File: src/rtl/morph_pkg.sv
// morph_pkg: shared FSM states, mode/shape constants and channel compare helper
package morph_pkg;
  typedef enum logic [1:0] {FILL, RUN, FLUSH} state_t;
  localparam logic MODE_ERODE = 1'b1;
  localparam logic SHAPE_SQUARE = 1'b1;
  localparam logic [8:0] CROSS_MASK = 9'b010_111_010;
  localparam logic [8:0] SQUARE_MASK = 9'b111_111_111;
  localparam int SEL_W = 32;
  function automatic logic [SEL_W-1:0] ch_sel(input logic [SEL_W-1:0] a, input logic [SEL_W-1:0] b, input logic mode);
    return ((mode == MODE_ERODE) ? (b < a) : (b > a)) ? b : a;
  endfunction
  function automatic logic [8:0] tap_mask(input logic shape);
    return (shape == SHAPE_SQUARE) ? SQUARE_MASK : CROSS_MASK;
  endfunction
endpackage

File: src/rtl/morph_if.sv
// morph_if: row-tap input and filtered-pixel output bundle
interface morph_if #(parameter int PIX_W = 24);
  logic valid_in, eol_in, mode_erode, shape_square, in_ready, valid_out, eol_out;
  logic [PIX_W-1:0] row_top, row_mid, row_bot, dout;
  modport master(output valid_in, eol_in, row_top, row_mid, row_bot, mode_erode, shape_square,
                 input in_ready, valid_out, eol_out, dout);
  modport slave(input valid_in, eol_in, row_top, row_mid, row_bot, mode_erode, shape_square,
                output in_ready, valid_out, eol_out, dout);
endinterface

File: src/rtl/morph_reduce.sv
// morph_reduce: per-channel masked min/max over a 3x3 window
module morph_reduce
  import morph_pkg::*;
#(
  parameter int CH_W = 8,
  parameter int CHANNELS = 3,
  localparam int PIX_W = CH_W * CHANNELS
) (
  input  logic [PIX_W-1:0] win [9],
  input  logic [8:0]       mask,
  input  logic             erode,
  output logic [PIX_W-1:0] dout
);
  for (genvar k = 0; k < CHANNELS; k++) begin : g_ch
    logic [CH_W-1:0] acc;
    always_comb begin
      acc = erode ? '1 : '0;
      for (int i = 0; i < 9; i++)
        acc = mask[i] ? CH_W'(ch_sel(SEL_W'(acc), SEL_W'(win[i][k*CH_W +: CH_W]), erode)) : acc;
    end
    assign dout[k*CH_W +: CH_W] = acc;
  end
endmodule

File: src/rtl/morph_3x3_filter.sv
// morph_3x3_filter: 3x3 dilate/erode with edge replication and per-line flush
module morph_3x3_filter
  import morph_pkg::*;
#(
  parameter int CH_W = 8,
  parameter int CHANNELS = 3,
  parameter int PIC_WIDTH = 250
) (
  input logic  clk,
  input logic  rst,
  morph_if.slave bus
);
  localparam int PIX_W = CH_W * CHANNELS;
  localparam int CNT_W = $clog2(PIC_WIDTH + 1);
  state_t state, state_nx;
  logic [CNT_W-1:0] cnt;
  logic [PIX_W-1:0] rin [3];
  logic [PIX_W-1:0] sl [3];
  logic [PIX_W-1:0] sc [3];
  logic [PIX_W-1:0] sr [3];
  logic [PIX_W-1:0] win [9];
  logic [PIX_W-1:0] red;
  logic acc_in, last_in, pend, pend_eol, mode_q, shape_q;
  assign rin[0] = bus.row_top;
  assign rin[1] = bus.row_mid;
  assign rin[2] = bus.row_bot;
  assign bus.in_ready = state != FLUSH;
  assign acc_in = bus.valid_in && bus.in_ready;
  assign last_in = bus.eol_in || cnt == CNT_W'(PIC_WIDTH - 1);
  always_comb begin
    state_nx = state == FLUSH ? FILL : acc_in ? (last_in ? FLUSH : RUN) : state;
  end
  always_ff @(posedge clk) begin
    if (rst) begin
      state <= FILL;
      cnt <= '0;
      pend <= 1'b0;
      pend_eol <= 1'b0;
      mode_q <= 1'b0;
      shape_q <= 1'b0;
      bus.valid_out <= 1'b0;
      bus.eol_out <= 1'b0;
      bus.dout <= '0;
    end else begin
      state <= state_nx;
      cnt <= state == FLUSH ? '0 : acc_in ? cnt + 1'b1 : cnt;
      pend <= (acc_in && state == RUN) || state == FLUSH;
      pend_eol <= state == FLUSH;
      bus.valid_out <= pend;
      bus.eol_out <= pend_eol;
      if (pend) bus.dout <= red;
      if (acc_in && state == FILL) begin
        mode_q <= bus.mode_erode;
        shape_q <= bus.shape_square;
      end
    end
  end
  always_ff @(posedge clk) begin
    for (int i = 0; i < 3; i++) begin
      if (state == FLUSH) begin
        sl[i] <= sc[i];
        sc[i] <= sr[i];
      end else if (acc_in) begin
        sl[i] <= sc[i];
        sc[i] <= state == FILL ? rin[i] : sr[i];
        sr[i] <= rin[i];
      end
    end
  end
  for (genvar j = 0; j < 3; j++) begin : g_win
    assign win[3*j]   = sl[j];
    assign win[3*j+1] = sc[j];
    assign win[3*j+2] = sr[j];
  end
  morph_reduce #(.CH_W(CH_W), .CHANNELS(CHANNELS)) u_reduce (
    .win  (win),
    .mask (tap_mask(shape_q)),
    .erode(mode_q),
    .dout (red)
  );
endmodule

File: src/flat_wrapper.sv
// flat-port wrapper written by rule: the top's interface ports become plain ports
module morph_3x3_filter_flat import morph_pkg::*;
#(
  parameter int CH_W = 8,
  parameter int CHANNELS = 3,
  parameter int PIC_WIDTH = 250
)
  (clk, rst, bus_valid_in, bus_eol_in, bus_row_top, bus_row_mid, bus_row_bot, bus_mode_erode, bus_shape_square, bus_in_ready, bus_valid_out, bus_eol_out, bus_dout);
  morph_if #(.PIX_W(24)) bus_i ();
  input logic clk;
  input logic rst;
  input wire logic [$bits(bus_i.valid_in)-1:0] bus_valid_in;
  input wire logic [$bits(bus_i.eol_in)-1:0] bus_eol_in;
  input wire logic [$bits(bus_i.row_top)-1:0] bus_row_top;
  input wire logic [$bits(bus_i.row_mid)-1:0] bus_row_mid;
  input wire logic [$bits(bus_i.row_bot)-1:0] bus_row_bot;
  input wire logic [$bits(bus_i.mode_erode)-1:0] bus_mode_erode;
  input wire logic [$bits(bus_i.shape_square)-1:0] bus_shape_square;
  output wire logic [$bits(bus_i.in_ready)-1:0] bus_in_ready;
  output wire logic [$bits(bus_i.valid_out)-1:0] bus_valid_out;
  output wire logic [$bits(bus_i.eol_out)-1:0] bus_eol_out;
  output wire logic [$bits(bus_i.dout)-1:0] bus_dout;
  assign bus_i.valid_in = bus_valid_in;
  assign bus_i.eol_in = bus_eol_in;
  assign bus_i.row_top = bus_row_top;
  assign bus_i.row_mid = bus_row_mid;
  assign bus_i.row_bot = bus_row_bot;
  assign bus_i.mode_erode = bus_mode_erode;
  assign bus_i.shape_square = bus_shape_square;
  assign bus_in_ready = bus_i.in_ready;
  assign bus_valid_out = bus_i.valid_out;
  assign bus_eol_out = bus_i.eol_out;
  assign bus_dout = bus_i.dout;
  morph_3x3_filter #(.CH_W(CH_W), .CHANNELS(CHANNELS), .PIC_WIDTH(PIC_WIDTH)) u_core (.clk(clk), .rst(rst), .bus(bus_i));
endmodule
File: config.mk
export PLATFORM = sky130hd
export DESIGN_NAME = morph_3x3_filter_flat
export DESIGN_NICKNAME = d
export VERILOG_FILES = /design/src/rtl/morph_pkg.sv /design/src/rtl/morph_if.sv /design/src/rtl/morph_reduce.sv /design/src/rtl/morph_3x3_filter.sv /design/src/flat_wrapper.sv
export SDC_FILE = /design/constraint.sdc
export NUM_CORES = 1
export LEC_CHECK = 0
export CAP_MARGIN = 15
export CORE_MARGIN = 1
export CORE_UTILIZATION = 50
export DETAILED_ROUTE_END_ITERATION = 8
export GPL_ROUTABILITY_DRIVEN = 0
export GPL_TIMING_DRIVEN = 0
export HOLD_SLACK_MARGIN = 0.12
export PLACE_DENSITY = 0.69
export REMOVE_ABC_BUFFERS = 1
export SLEW_MARGIN = 20
export SYNTH_ARGS = -nofsm -noshare
export SYNTH_HDL_FRONTEND = slang
export SYNTH_SLANG_ARGS = --single-unit
File: constraint.sdc
create_clock -name clk -period 24 [get_ports clk]
set_input_delay 4.8 -clock clk [delete_from_list [all_inputs] [get_ports clk]]
set_output_delay 4.8 -clock clk [all_outputs]
set_load 0.02 [all_outputs]
Word-level counts from Yosys, hierarchy flattened --
Memory sizes are Yosys's and may differ from the RTL's. Index checks and enable logic that the tools add are counted.
Cells by class: $add $sub $neg 1, magnitude comparators 54, eq/ne operators 4, multiplexer cells 98, bitwise logic cells 6, reductions and logical operators 7
Operators with widths (count):
- $mux 8 | 55
- $gt 8x8->1 | 27
- $lt 8x8->1 | 27
- $mux 24 | 9
- $mux 1 | 32
- $mux 9 | 1
- $add 8x1->8 const B | 1
- $eq 8x8->1 const B | 1
- $or 1x1->1 | 6
- $logic_and 1x1->1 | 3
- $eq 2x1->1 const B | 1
- $eq 2x2->1 const B | 1
- $logic_not 2->1 | 1
- $logic_or 1x1->1 | 2
- $mux 2 | 1
- $ne 2x2->1 const B | 1
- $reduce_or 2->1 | 1
Storage, ports and cells: register bits after elaboration 40, memory bits (writable) 216, output and inout port bits 27, memories kept 3
Memories:
- u_core.sc | depth 3, bits a word 24, rd ports 3, clocked after memory_dff 0, wr ports 3, line morph_3x3_filter.sv:19 | logic [PIX_W-1:0] sc [3];
- u_core.sl | depth 3, bits a word 24, rd ports 3, clocked after memory_dff 0, wr ports 3, line morph_3x3_filter.sv:18 | logic [PIX_W-1:0] sl [3];
- u_core.sr | depth 3, bits a word 24, rd ports 3, clocked after memory_dff 0, wr ports 3, line morph_3x3_filter.sv:20 | logic [PIX_W-1:0] sr [3];

Longest topological paths before layout --
Gate-level depths: netlist of the first run.
depth in word-level cells 37, gate-level depth with buffers 116

By module --
A second synthesis of the first run with hierarchy kept.
Second synthesis, totals: cells, all modules 1990, area total of the unflattened synthesis 19438.6 sq um
By module, submodules not included:
- morph_reduce | times used 1, cells each 1535, area an instance 10510.1 sq um, seq. area each 0.0 sq um
- morph_3x3_filter | times used 1, cells each 455, area an instance 8928.6 sq um, seq. area each 7287.0 sq um

Least setup slack after synthesis of the first run --
No wires, ideal clock.
path kind reg-to-reg, start register u_core.mode_q, end register u_core.bus.dout[10], setup time 0.125 ns, arrival time 20.915 ns, required time 23.875 ns, path slack 2.960 ns, stages on the path, launching flop included 111, buffers on the path 14, clock period less this slack 21.040 ns, cell sequence dfxtp_1 inv_1 clkbuf_1 buf_1 clkbuf_1 buf_2 clkbuf_1 clkbuf_1 clkbuf_1 clkbuf_1 ha_1 a21oi_1 o221ai_1 a211oi_2 o21ai_1 a21oi_1 ha_1 a21o_1 [75 not listed] nand2_1 a21oi_1 or2_2 mux2i_2 a2bb2oi_4 buf_6 mux2i_1 ha_1 a21o_1 a21o_1 a21oi_1 o21ai_0 mux2i_1 and2_1 clkbuf_1 nor3_4 o21ai_0 a31oi_1
Between the ends: longest elaborated chain between the ends 37, elaborated cells between the ends (all ways) 46
RTL lines:
- from (decl) | line morph_3x3_filter.sv:23 | logic acc_in, last_in, pend, pend_eol, mode_q, shape_q;
- from (signal assigned) | line morph_3x3_filter.sv:53 | mode_q <= bus.mode_erode;
- $mux 8 | line morph_reduce.sv:17 | acc = erode ? '1 : '0;
- $gt 8x8->1 or $lt 8x8->1 (tied branches) | line morph_pkg.sv:10 | return ((mode == MODE_ERODE) ? (b < a) : (b > a)) ? b : a;
- $mux 1 | line morph_pkg.sv:10
- $mux 8 | line morph_pkg.sv:10
- $mux 8 | line morph_reduce.sv:19 | acc = mask[i] ? CH_W'(ch_sel(SEL_W'(acc), SEL_W'(win[i][k*CH_W +: CH_W]), erode)) : acc;
- $gt 8x8->1 or $lt 8x8->1 (tied branches) | line morph_pkg.sv:10
- $mux 1 | line morph_pkg.sv:10
- $mux 8 | line morph_pkg.sv:10
- [21 not listed]
- $gt 8x8->1 or $lt 8x8->1 (tied branches) | line morph_pkg.sv:10
- $mux 1 | line morph_pkg.sv:10
- $mux 8 | line morph_pkg.sv:10
- $mux 8 | line morph_reduce.sv:19
- $gt 8x8->1 or $lt 8x8->1 (tied branches) | line morph_pkg.sv:10
- $mux 1 | line morph_pkg.sv:10
- $mux 8 | line morph_pkg.sv:10
- $mux 8 * | line morph_reduce.sv:19
- to (signal assigned) | line morph_3x3_filter.sv:51 | if (pend) bus.dout <= red;
- to (decl) | line morph_if.sv:8 | output in_ready, valid_out, eol_out, dout);
Every way passes the cells marked *; elsewhere a longest branch is shown, timed or not. A chain may end at the register's enable or synchronous reset.

Worst setup path in the final report of the first run --
start register u_core.mode_q, end register u_core.bus.dout[13]
The elaborated chain is that of the path after synthesis.

==> flow_metrics.py, run 1 <==
metrics = {
    "outcome": {
        "status": "complete, no violations",
    },
    "logic_synthesis": {
        "syn_area_um2": 19100,
        "synthFlopType": "edfxtp_1",
        "ys_seq_area_share_pct": 38.2,
        "syn_area_per_cell_um2": 9.49,
        "async_flop_share_pct": 0,
        "synth_top_area_share_pct": 34.0,
        "synth_area_leaders": "edfxtp_1, ha_1, mux2_2",
        "yosysTopAreaCell": "edfxtp_1",
        "synth_warnings": 0,
        "syn_inst": 2012,
        "synth-seq-cells": 256,
        "synth_enable_flop_cells": 216,
        "ys_types": 103,
    },
    "clock_network": {
        "cts_buffer_depth": 3,
        "cts_tree": "built",
        "clk_latency_ps": 570,
        "cts_hold_buf": 0,
        "cts.sinks": 256,
        "cts_max_level": 1,
        "cts_root_buf": "clkbuf_16",
        "cts-buffers-inserted": 29,
        "clkTransAtPathRegs_ps": 60,
        "cts_setup_buffers": 0,
        "cts_repair_resize_count": 0,
    },
    "worst_setup_path": {
        "crit_cells": 96,
        "path_class": "reg2reg",
        "rrSetupSlack_ps": 2180,
        "cp-end-kind": "flop",
        "path_buf_inv": 9,
        "start_kind": "flop",
        "max_stage_delay_ps": 640,
        "regToRegEndpoint": "u_core.bus.dout[13]",
        "cp.arrival_ps": 22270,
        "critPathMaxFanout": 48,
        "critPathRequiredTime_ps": 24450,
        "endpoint": "u_core.bus.dout[13]",
        "cpMaxStageDelayCell": "a2111oi_0",
        "critPathLaunch": "u_core.mode_q",
        "rr_worst_depth": 96,
        "timing.rr.start": "u_core.mode_q",
        "crit_family": "compound AO/OA/AOI/OAI gates",
    },
    "power": {
        "seq_power_share_pct": 20.8,
        "power.internal_mw": 1.53,
        "vdd_ir_drop_max_v": 0.0000761,
        "total_power_mw": 2.76,
        "pwr-share-clk_pct": 15.4,
        "p_switching_mw": 1.23,
        "power.leakage_nw": 8.81,
        "power_switching_share_pct": 44.7,
        "combPwrFrac_pct": 63.8,
        "cellPowerDensity_nw_per_um2": 128,
    },
    "global_routing": {
        "grt_use_total_pct": 22.8,
        "grt_overflow": 0,
        "grt_start_max_net_pins": 53,
        "grt_pass1_vias": 14900,
        "antenna_found_initial": 0,
        "grt_pass1_wl_um": 72800,
    },
    "sta": {
        "tns_ps": 0,
        "final_max_slew_viol_count": 0,
        "fmax_mhz": 45.8,
        "relSlewSlack_pct": 33.6,
        "setup_viol": 0,
        "grt_setup_unrepaired": "no",
        "hold_viol": 0,
        "fin_crit_ps": 21820,
        "finClkSkew_ps": 9.85,
        "tightest_slew_ps": 968,
        "fin_crit_sh_pct": 90.9,
    },
    "route": {
        "first_pass_iters": 6,
        "drt_iter0_markers": 965,
        "post_drt_wl_per_cell_um": 17.1,
        "drcViolationCount": 0,
        "vias_per_cell": 5.87,
        "drtAntennaViolNets": 0,
        "drt-total-wl_um": 44700,
        "vias": 15400,
    },
    "floorplan": {
        "dieArea_um2": 39000,
        "pin_count": 105,
        "die_w_um": 197,
        "fp.dieH_um": 197,
        "start_util_pct": 50.7,
        "num_rows": 71,
        "core_area_um2": 37700,
    },
    "run": {
        "max_cap_viol_count": 0,
    },
    "placed_design": {
        "portBuffers": 104,
        "dp_hpwl_um": 33200,
        "placed_area_um2": 20700,
    },
    "layout": {
        "final_area_um2": 21600,
        "diodes": 0,
        "layout_common_cells": "edfxtp_1, ha_1, inv_1",
        "final_common_cell": "edfxtp_1",
        "area_delta_synth_final_pct": 13.3,
        "fin_util_pct": 57.5,
        "drive_above_1_share_pct": 9.94,
        "nets": 2353,
    },
    "worst_hold_path": {
        "hold_path.class": "reg2reg",
    },
}
## how the worst min path moves through the flow
stage | depth (start not counted) | end | start
after floorplan | 1 | u_core.bus.eol_out | u_core.pend_eol
after global placement | 1 | u_core.bus.eol_out | u_core.pend_eol
after detailed placement | 0 | u_core.sl[1][0] | u_core.sc[1][0]
after CTS | 0 | u_core.sl[1][0] | u_core.sc[1][0]
after global routing | 0 | u_core.sl[1][0] | u_core.sc[1][0]
final | 0 | u_core.sl[1][0] | u_core.sc[1][0]
## metrics by stage
step | setup WS (ps) | hold WS (ps) | instances
detailed placement | 1750 | 432 | 2570
global placement | -5630 | 431 | 2553
CTS | 1600 | 446 | 2624
global route | 131 | 465 | 2624
floorplan | 891 | 414 | 1938
finish | 2180 | 448 | 2624
## worst reg2reg max path: cells and delay by family, from the launching register on
| family | cells | cell delay, ps |
|---|---|---|
| DFF | 1 | 570 |
| adders and majority gates | 9 | 2630 |
| buffers and inverters | 9 | 930 |
| AOI/OAI and AO/OA | 45 | 10450 |
| and+or+nand+nor | 25 | 3960 |
| muxes | 8 | 3160 |
## power by group through the flow
stage	registers [mW]	clock network, mW	logic [mW]
after floorplan	0.585	0	1.35
after global placement	0.591	0	1.66
after detailed placement	0.583	0	1.73
after CTS	0.574	0.433	1.75
after global routing	0.580	0.450	1.99
final	0.575	0.425	1.76
## state kept, by name, summed over array words and instances, names as in the netlist
| name | cells |
|---|---|
| u_core.bus.dout | 24 |
| u_core.bus.eol_out | 1 |
| u_core.bus.valid_out | 1 |
| u_core.cnt | 8 |
| u_core.mode_q | 1 |
| u_core.pend | 1 |
| u_core.pend_eol | 1 |
| u_core.sc | 72 |
| u_core.shape_q | 1 |
| u_core.sl | 72 |
| u_core.sr | 72 |
| u_core.state | 2 |
## cell usage after synthesis, types with 15 or more instances
library cell and instances:
a21o_1 50, mux2_2 88, o21ai_0 142, and3_1 23
edfxtp_1 216, mux2i_1 46, nand2_1 164, dfxtp_1 40
inv_1 166, a211oi_1 21, nor2b_1 26, a21oi_1 138
nand3_1 51, or3_1 15, o21a_1 20, xnor2_1 19
nor3_1 25, clkbuf_1 58, nand4_1 29, ha_1 185
nor2_1 145, a31oi_1 21, nand2b_1 29, o21ai_1 16
## cell families (layout without fill, tap and decap cells)
family                   count (synthesis)  in the layout  synth area share (%)
adder cells (fa/ha/maj)                188            188                  12.3
AO/OA/AOI/OAI                          580            580                  20.4
XOR/XNOR                                27             27                  1.24
multiplexers                           145            145                  8.38
AND/OR/NAND/NOR                        575            575                  14.7
flip-flops                             256            256                  38.2
buffers and inverters                  241            342                  4.87
## area by class of cell
| type | count | area, um^2 |
|---|---|---|
| well taps | 511 | 639 |
| clock buffers | 44 | 833 |
| inverters | 167 | 629 |
| repair buffers | 121 | 1280 |
| flip-flops and latches | 256 | 7290 |
| clock inverters | 10 | 61.3 |
| multi-input cells | 1515 | 10900 |
| fillers | 3293 | 16000 |
## metal layers
layer  routed length (um)  up-vias  GRT usage, %
met5                    0        -             0
met3                 1940       74          2.70
met2                21300      327          39.2
met4                 1060        0          7.09
li1                     -     7656             -
met1                20500     7334          29.9
No activity file was read; power rests on OpenSTA's default activity.
==> run 2: changes to the inputs <==
PLACE_DENSITY = 0.68   (was 0.69)
SKIP_CTS_REPAIR_TIMING = 1   (was default)
SYNTH_HIERARCHICAL = 1   (was default)
==> flow_metrics.py, run 2 <==
metrics = {
    "layout": {
        "nets": 2369,
        "fin_util_pct": 58.3,
        "reg_top3": "u_core/sc x72, u_core/sl x72, u_core/sr x72",
        "final_common_cell": "edfxtp_1",
        "drive_above_1_share_pct": 8.92,
        "diodes": 0,
        "final_area_um2": 22100,
        "area_delta_synth_final_pct": 13.8,
        "fillCellCount": 3304,
        "layout_common_cells": "edfxtp_1, inv_1, ha_1",
    },
    "route": {
        "drt_iter0_markers": 881,
        "drt-total-wl_um": 45900,
        "first_pass_iters": 6,
        "drcViolationCount": 0,
        "post_drt_wl_per_cell_um": 17.4,
        "vias": 15600,
        "vias_per_cell": 5.91,
        "drtAntennaViolNets": 0,
    },
    "logic_synthesis": {
        "synth_area_leaders": "edfxtp_1, ha_1, mux2_2",
        "syn_inst": 1990,
        "synthFlopType": "edfxtp_1",
        "ys_types": 98,
        "async_flop_share_pct": 0,
        "yosysMostFrequentCell": "edfxtp_1",
        "synth-seq-cells": 256,
        "syn_area_per_cell_um2": 9.77,
        "synth_enable_flop_cells": 216,
        "ys_seq_area_share_pct": 37.5,
        "synth_warnings": 6,
        "yosysTopAreaCell": "edfxtp_1",
        "synthTopCellsByCount": "edfxtp_1, inv_1, ha_1",
        "synth_top_area_share_pct": 33.4,
        "syn_area_um2": 19400,
    },
    "worst_setup_path": {
        "path_class": "reg2reg",
        "critPathRequiredTime_ps": 24440,
        "cpMaxStageDelayCell": "a21oi_1",
        "crit_family": "compound AO/OA/AOI/OAI gates",
        "rr_worst_depth": 92,
        "max_stage_delay_ps": 850,
        "critPathMaxFanout": 51,
        "rrSetupSlack_ps": 2000,
        "cp.arrival_ps": 22440,
        "path_buf_inv": 7,
        "regToRegEndpoint": "u_core/bus.dout[3]",
        "start_kind": "flop",
        "cp-end-kind": "flop",
        "timing.rr.start": "u_core/mode_q",
    },
    "worst_hold_path": {
        "hold_end": "u_core/bus.eol_out",
        "holdCritStartpoint": "u_core/pend_eol",
        "hold_depth": 1,
        "hold_path.class": "reg2reg",
    },
    "placed_design": {
        "portBuffers": 104,
        "placed_area_um2": 21200,
        "dp_slack_ps": 2410,
        "dp_hpwl_um": 34300,
    },
    "clock_network": {
        "cts.sinks": 256,
        "clkTransAtPathRegs_ps": 60,
        "clk_latency_ps": 580,
        "cts-buffers-inserted": 29,
        "cts_tree": "built",
        "cts_root_buf": "clkbuf_16",
        "cts_max_level": 1,
        "cts_buffer_depth": 3,
    },
    "power": {
        "vdd_ir_drop_max_v": 0.0000617,
        "combPwrFrac_pct": 49.3,
        "power.leakage_nw": 8.99,
        "power.internal_mw": 1.21,
        "cellPowerDensity_nw_per_um2": 90.2,
        "p_switching_uw": 782,
        "seq_power_share_pct": 28.4,
        "power_switching_share_pct": 39.2,
        "pwr-share-clk_pct": 22.4,
    },
    "sta": {
        "setup_viol": 0,
        "hold_viol": 0,
        "relSlewSlack_pct": 30.7,
        "final_max_slew_viol_count": 0,
        "grt_setup_unrepaired": "no",
        "fin_crit_sh_pct": 91.7,
        "fmax_mhz": 45.4,
        "tightest_slew_ps": 1040,
        "final.setup.worst_slack_ps": 2000,
        "fin_crit_ps": 22000,
        "finClkSkew_ps": 13.5,
        "tns_ps": 0,
    },
    "global_routing": {
        "grt_start_max_net_pins": 52,
        "grt_pass1_wl_um": 74900,
        "grt_use_total_pct": 23.1,
        "grt_overflow": 0,
        "antenna_found_initial": 1,
        "grt_pass1_vias": 15400,
    },
    "run": {
        "max_cap_viol_count": 0,
    },
    "floorplan": {
        "dieArea_um2": 39700,
        "core_area_um2": 37900,
        "pin_count": 105,
        "num_rows": 71,
        "start_util_pct": 51.2,
        "die_w_um": 199,
        "fp.dieH_um": 199,
    },
    "outcome": {
        "status": "complete, no violations",
    },
}
==> run 2: cell count changes in the layout (fill, tap and decap cells not counted), sizes merged, moves of 15 or more <==
cell	change
o21ai	-55
conb	+25
a21oi	-15
mux2i	+42
inv	+22
nand2	-29
==> run 2: kinds of logic after synthesis <==
kind of cell | Yosys count | share of synthesized area [%]
muxes | 201 | 11.2
other | 1 | 0.0193
DFF | 256 | 37.5
and+or+nand+nor | 568 | 14.5
xor gates and xnor gates | 13 | 0.586
buffers and inverters | 245 | 5.17
adders and majority gates | 190 | 12.2
AOI/OAI and AO/OA | 516 | 18.8
==> run 2: metrics by stage <==
stage                     hold slack (ps)  power, mW  std cells
after floorplan                       414       1.31       1958
after global placement                429       1.50       2573
after detailed placement              443       1.54       2586
after CTS                             450       2.00       2640
after global routing                  457       2.15       2640
final                                 444       2.00       2640
==> run 2: worst max path at each step <==
stage	from	endpoint	slack, ps	cells after the start
CTS	u_core/mode_q	u_core/bus.dout[5]	2280	93
global route	u_core/mode_q	u_core/bus.dout[3]	240	92
floorplan	u_core/mode_q	u_core/bus.dout[18]	2980	92
finish	u_core/mode_q	u_core/bus.dout[3]	2000	92
detailed placement	u_core/mode_q	u_core/bus.dout[20]	2410	92
global placement	u_core/mode_q	u_core/bus.dout[20]	-2190	91
==> run 2: area by class of cell <==
| cell class | count | area, um^2 | area share [%] |
|---|---|---|---|
| multi-input combinational | 1513 | 11300 | 50.9 |
| sequential | 256 | 7290 | 33.0 |
| timing repair buffer | 117 | 1270 | 5.72 |
| clock buffer | 41 | 855 | 3.86 |
| inverter | 189 | 714 | 3.23 |
| tap | 511 | 639 | 2.89 |
| clock inverter | 13 | 104 | 0.469 |
==> run 2: per-layer routing <==
layer	global-route usage, %	routed length [um]	up-vias
met1	29.8	21000	7369
met2	40.1	21900	374
li1	-	-	7767
met4	6.95	1050	2
met3	2.80	2070	85
met5	0	10	-
==> run 2: power by group through the flow <==
stage | sequential [mW] | clock [mW] | combinational [mW]
final | 0.566 | 0.447 | 0.983
after global routing | 0.573 | 0.473 | 1.10
after CTS | 0.567 | 0.458 | 0.976
after detailed placement | 0.576 | 0 | 0.968
after global placement | 0.582 | 0 | 0.923
after floorplan | 0.575 | 0 | 0.736
